File: src/rtl/fifo_pkg.sv
// Shared FIFO helpers: binary <-> Gray conversion.
// Functions operate on 32-bit words; callers zero-extend narrower values and
// truncate the result. Zero-extension keeps the low bits exact because the
// Gray bit at the top of a narrow word only XORs with a zero above it.
package fifo_pkg;

  localparam int unsigned PTR_MAX_W = 32;

  function automatic logic [PTR_MAX_W-1:0] gray_of(input logic [PTR_MAX_W-1:0] bin);
    return bin ^ (bin >> 1);
  endfunction

  // Inverse: each binary bit is the XOR of all Gray bits at or above it.
  function automatic logic [PTR_MAX_W-1:0] bin_of(input logic [PTR_MAX_W-1:0] gray);
    logic [PTR_MAX_W-1:0] bin;
    bin[PTR_MAX_W-1] = gray[PTR_MAX_W-1];
    for (int i = PTR_MAX_W - 2; i >= 0; i--) begin
      bin[i] = bin[i+1] ^ gray[i];
    end
    return bin;
  endfunction

endpackage

File: src/rtl/param_counter_bin2gray.sv
// Combinational binary-to-Gray converter, WIDTH-parametrised (1..32).
// Ports:
//   bin_i  : binary input value
//   gray_o : Gray code of bin_i, bin_i ^ (bin_i >> 1)
module param_counter_bin2gray #(
  parameter int unsigned WIDTH = 4
) (
  input  logic [WIDTH-1:0] bin_i,
  output logic [WIDTH-1:0] gray_o
);
  import fifo_pkg::*;

  assign gray_o = WIDTH'(gray_of(32'(bin_i)));

endmodule

File: src/rtl/param_counter.sv
// Parametrised synchronous modulo-MODULUS counter for FIFO pointers and
// general divider/timer use. Up/down, enable, parallel load (clamped to
// MODULUS-1), wrap or saturate at the bounds, terminal-count pulse, and a
// registered Gray copy of the count.
//
// Gray pointers change by exactly one bit per step only when MODULUS is a
// power of two and SATURATE=0; instances feeding clock-domain crossings must
// use that configuration.
//
// Ports:
//   clk      : rising-edge clock
//   rst      : synchronous active-high reset (q <= RESET_VAL)
//   en       : count enable
//   up       : 1 = increment, 0 = decrement (ignored when en=0)
//   load     : parallel load request (beats en)
//   load_val : value to load, clamped to MODULUS-1
//   q        : registered binary count
//   q_gray   : registered Gray code of q
//   tc       : registered terminal-count pulse (wrap or saturate attempt)
//   at_max   : registered, high while q == MODULUS-1
//   at_min   : registered, high while q == 0
module param_counter #(
  parameter int unsigned     WIDTH     = 4,
  parameter longint unsigned MODULUS   = 64'd1 << WIDTH,
  parameter int unsigned     SATURATE  = 0,
  parameter longint unsigned RESET_VAL = 0
) (
  input  logic             clk,
  input  logic             rst,
  input  logic             en,
  input  logic             up,
  input  logic             load,
  input  logic [WIDTH-1:0] load_val,
  output logic [WIDTH-1:0] q,
  output logic [WIDTH-1:0] q_gray,
  output logic             tc,
  output logic             at_max,
  output logic             at_min
);
  import fifo_pkg::*;

  if (WIDTH < 1 || WIDTH > 32) begin : g_chk_width
    $error("param_counter: WIDTH must be within 1..32");
  end
  if (MODULUS < 2 || MODULUS > (64'd1 << WIDTH)) begin : g_chk_modulus
    $error("param_counter: MODULUS must be within 2..2**WIDTH");
  end
  if (RESET_VAL >= MODULUS) begin : g_chk_reset_val
    $error("param_counter: RESET_VAL must be below MODULUS");
  end

  // One extra bit so MODULUS == 2**WIDTH is representable for compares.
  localparam logic [WIDTH:0]   MOD_X = (WIDTH+1)'(MODULUS);
  localparam logic [WIDTH-1:0] MAX_V = WIDTH'(MODULUS - 64'd1);
  localparam logic [WIDTH-1:0] RST_V = WIDTH'(RESET_VAL);
  localparam logic [WIDTH-1:0] RST_G = WIDTH'(gray_of(32'(RST_V)));

  logic [WIDTH-1:0] cnt_q, cnt_d;
  logic [WIDTH-1:0] gray_q, gray_d;
  logic             tc_q, tc_d;
  logic             at_max_q, at_min_q;
  logic [WIDTH:0]   inc_x;

  always_comb begin
    cnt_d = cnt_q;
    tc_d  = 1'b0;
    inc_x = {1'b0, cnt_q} + (WIDTH+1)'(1);
    if (load) begin
      cnt_d = ({1'b0, load_val} >= MOD_X) ? MAX_V : load_val;
    end else if (en) begin
      if (up) begin
        if (inc_x == MOD_X) begin
          tc_d = 1'b1;
          if (SATURATE == 0) cnt_d = '0;
        end else begin
          cnt_d = inc_x[WIDTH-1:0];
        end
      end else begin
        if (cnt_q == '0) begin
          tc_d = 1'b1;
          if (SATURATE == 0) cnt_d = MAX_V;
        end else begin
          cnt_d = cnt_q - WIDTH'(1);
        end
      end
    end
  end

  // Gray and flag outputs derive from next-q so they register with q.
  param_counter_bin2gray #(
    .WIDTH (WIDTH)
  ) u_bin2gray (
    .bin_i  (cnt_d),
    .gray_o (gray_d)
  );

  always_ff @(posedge clk) begin
    if (rst) begin
      cnt_q    <= RST_V;
      gray_q   <= RST_G;
      tc_q     <= 1'b0;
      at_max_q <= (RST_V == MAX_V);
      at_min_q <= (RST_V == '0);
    end else begin
      cnt_q    <= cnt_d;
      gray_q   <= gray_d;
      tc_q     <= tc_d;
      at_max_q <= (cnt_d == MAX_V);
      at_min_q <= (cnt_d == '0);
    end
  end

  assign q      = cnt_q;
  assign q_gray = gray_q;
  assign tc     = tc_q;
  assign at_max = at_max_q;
  assign at_min = at_min_q;

endmodule

File: config.mk
export PLATFORM = sky130hd
export DESIGN_NAME = param_counter
export DESIGN_NICKNAME = d
export VERILOG_FILES = /design/src/rtl/fifo_pkg.sv /design/src/rtl/param_counter_bin2gray.sv /design/src/rtl/param_counter.sv
export SDC_FILE = /design/constraint.sdc
export NUM_CORES = 1
export LEC_CHECK = 0
export CAP_MARGIN = 20
export CORE_MARGIN = 3
export CORE_UTILIZATION = 35
export DETAILED_ROUTE_END_ITERATION = 10
export SKIP_CTS_REPAIR_TIMING = 1
export SLEW_MARGIN = 30
export SYNTH_ARGS = -nofsm -noshare
export SYNTH_HDL_FRONTEND = slang
export SYNTH_SLANG_ARGS = --single-unit
File: constraint.sdc
create_clock -name clk -period 2.5 [get_ports clk]
set_input_delay 0.5 -clock clk [delete_from_list [all_inputs] [get_ports clk]]
set_output_delay 0.5 -clock clk [all_outputs]
set_load 0.02 [all_outputs]
==> metrics <==
leakage 0.3723 nW; initial core utilization 37.74%; initial DRC count 7; post-DP HPWL 870.6 µm; Reg area 200.2 µm²; initial antenna violation count 0; average instance area after synthesis 9.538 µm²; Area Growth Syn to Fin 37.63%; # fillers 157; reg2reg path depth 9; cell row count 14; core area 1541 µm²; fmax 0.4667 GHz; Slew Viols, Final 0; worst vdd ir 0.4294 mV; CTS tree done; Util after Layout 51.95%; CP bufs+invs 2; routed length per instance 10.83 µm; main area contributors after synthesis dfxtp_1 34%, ha_1 11%, inv_1 5.2%; RSZ-0062 raised after global routing no; die area 2187 µm²; Via density 4.737; Total GRT Usage 11.30%; antenna-violating nets left 0; WP data required 2.64 ns; Remaining Overflow, GRT 0; CTS H-tree lvls 1; Crit. End Element flip-flop; Ys Warns 0; delay-heaviest family, CP simple AND/OR/NAND/NOR gates; global-route wire length before repair 1704 µm; GPL Wtd Cong 0.7525; Synth Instances 61; CP Capture Point q_gray[0]; largest fanout on the critical path 3; top cells by count, synth 10 x dfxtp_1, 8 x inv_1, 6 x nor2_1; placed instance count 95; critical path launch point type primary input; Power Total 0.4664 mW; register area share after synthesis 34.41%; CP Class in -> reg; Antenna diodes 0; worst endpoint data arrival time 2.28 ns; clk_skew 0.003223 ns; Area after DPL 764.5 µm²; Async SR Flop Fraction 0%; #FFs+latches synth 10; CTS max path bufs 2; most common cell in the synthesized netlist dfxtp_1; IO Port Bufs 19; # DRC 0; CP cell instances clkdlybuf4s50_1 -> or4b_4 -> and3_1 -> nor3_2 -> a21oi_2 -> inv_1 -> ha_1 -> nor2b_1; reg2reg start q[0]; clock slew at reported path FFs 0.07 ns; vias post-DR 469; Slew HR 75.77%; run status complete, no violations; Design Area, Final 800.8 µm²; total negative slack 0 ns; share of cells above drive strength 1 15.66%; Mapped Area 581.8 µm²; clock root cell clkbuf_4; slowest CP cell or4b_4; cell count along the critical path 8; Final WS setup 0.3572 ns; fin crit period 2.143 ns; EDFF count, synth 0; TritonCTS Buffers 3; vias in the first global route 379; pwr dens 582.5 nW/µm²; final hold slack 0.7169 ns; combinational power share 30.3%; Final nets 98; Post-synth top flop dfxtp_1; share of the synthesized area in the top cell type 34.41%; DRT Pass-1 Iters 4; Max Cap Violations 0; Worst Setup SP up; unique cell type count in the Yosys netlist 30; Reg-to-Reg End q_gray[0]; r2r setup slk 0.45 ns; pre-CTS WS 0.08312 ns; Die X 46.77 µm; syn nets 75; clock latency on the worst-skew pair 0.26 ns; Sequential Power Share 39.4%; area of the multi-input gates 301.5 µm²; sw power 0.1287 mW; worst slew pin tran 0.3622 ns; switching part of the total power 27.60%; Hold Crit Class reg -> reg; clock share of power 30.3%; Final period util 85.71%; clk sinks 10; final setup fails 0; non-filler cells, final 99; largest net degree at the start of global routing 11; I/O pin cnt 20; Yosys top cell by area dfxtp_1; Die Y 46.77 µm; final hold violation count 0; slowest stage delay, CP 0.50 ns; DRT Wirelength 1072 µm; internal power 0.3377 mW
-- power by group through the flow --
stage               logic (mW)  registers (mW)  clock network (mW)
floorplan               0.0695           0.205                   0
global placement         0.142           0.188                   0
detailed placement       0.143           0.188                   0
finish                   0.142           0.184               0.141
CTS                      0.144           0.184               0.147
global route             0.158           0.185               0.154
-- tightest hold or removal path, cell delays in order, from the launching register on --
cell	delay, ns
dfxtp_1	0.36
nand2_1	0.08
o21ai_0	0.07
and3_1	0.16
-- area by class of cell --
type                       count  share of cell area, %
sequential                    10                  25.00
clock buffer                   4                  4.531
inverter                       8                  3.750
tap                           16                  2.500
multi-input combinational     39                  37.66
timing repair buffer          22                  26.56
-- how the worst min path moves through the flow --
stage | start | endpoint | slack, ns | cells after the start
finish | q[3] | tc | 0.72 | 3
global route | q[3] | tc | 0.74 | 3
CTS | q[3] | tc | 0.72 | 3
detailed placement | q[3] | tc | 0.71 | 3
global placement | q[3] | tc | 0.69 | 3
floorplan | load_val[0] | q[0] | 0.65 | 2
-- registers in the layout, indices dropped and copies added (netlist names) --
| register | cells |
|---|---|
| at_min | 1 |
| tc | 1 |
| at_max | 1 |
| q | 4 |
| q_gray | 3 |
-- cells by family (layout without fill, tap and decap cells) --
kind of cell               Yosys count  after routing  synth area share [%]
DFF                                 10             10                 34.41
buffers and inverters               12             34                 13.76
adders and majority gates            5              5                 10.75
AOI/OAI and AO/OA                    8              8                 10.97
xor gates and xnor gates             2              2                 3.011
and+or+nand+nor                     21             21                 21.72
muxes                                3              3                 5.376
-- cells in the final DEF, fill, tap and decap left out, types with 2 or more instances in the layout --
cell type / netlist / routed
nand2_1: 2 / 2
ha_1: 5 / 5
dfxtp_1: 10 / 10
nor2b_1: 2 / 2
nor2_1: 6 / 6
inv_1: 8 / 8
clkbuf_4: 0 / 3
and3_1: 2 / 2
buf_4: 1 / 3
clkdlybuf4s50_1: 0 / 19
mux2i_1: 2 / 2
nand4_1: 2 / 2
-- per-layer routing --
layer / track usage [%] / up-vias / share of wire, %
met3: 5.747 / 2 / 5.9
met4: 1.657 / 0 / 0.56
met5: 0 / - / 0
met1: 15.97 / 207 / 49
met2: 15.72 / 11 / 45
li1: - / 249 / -
Power figures use the tool's default switching activity.
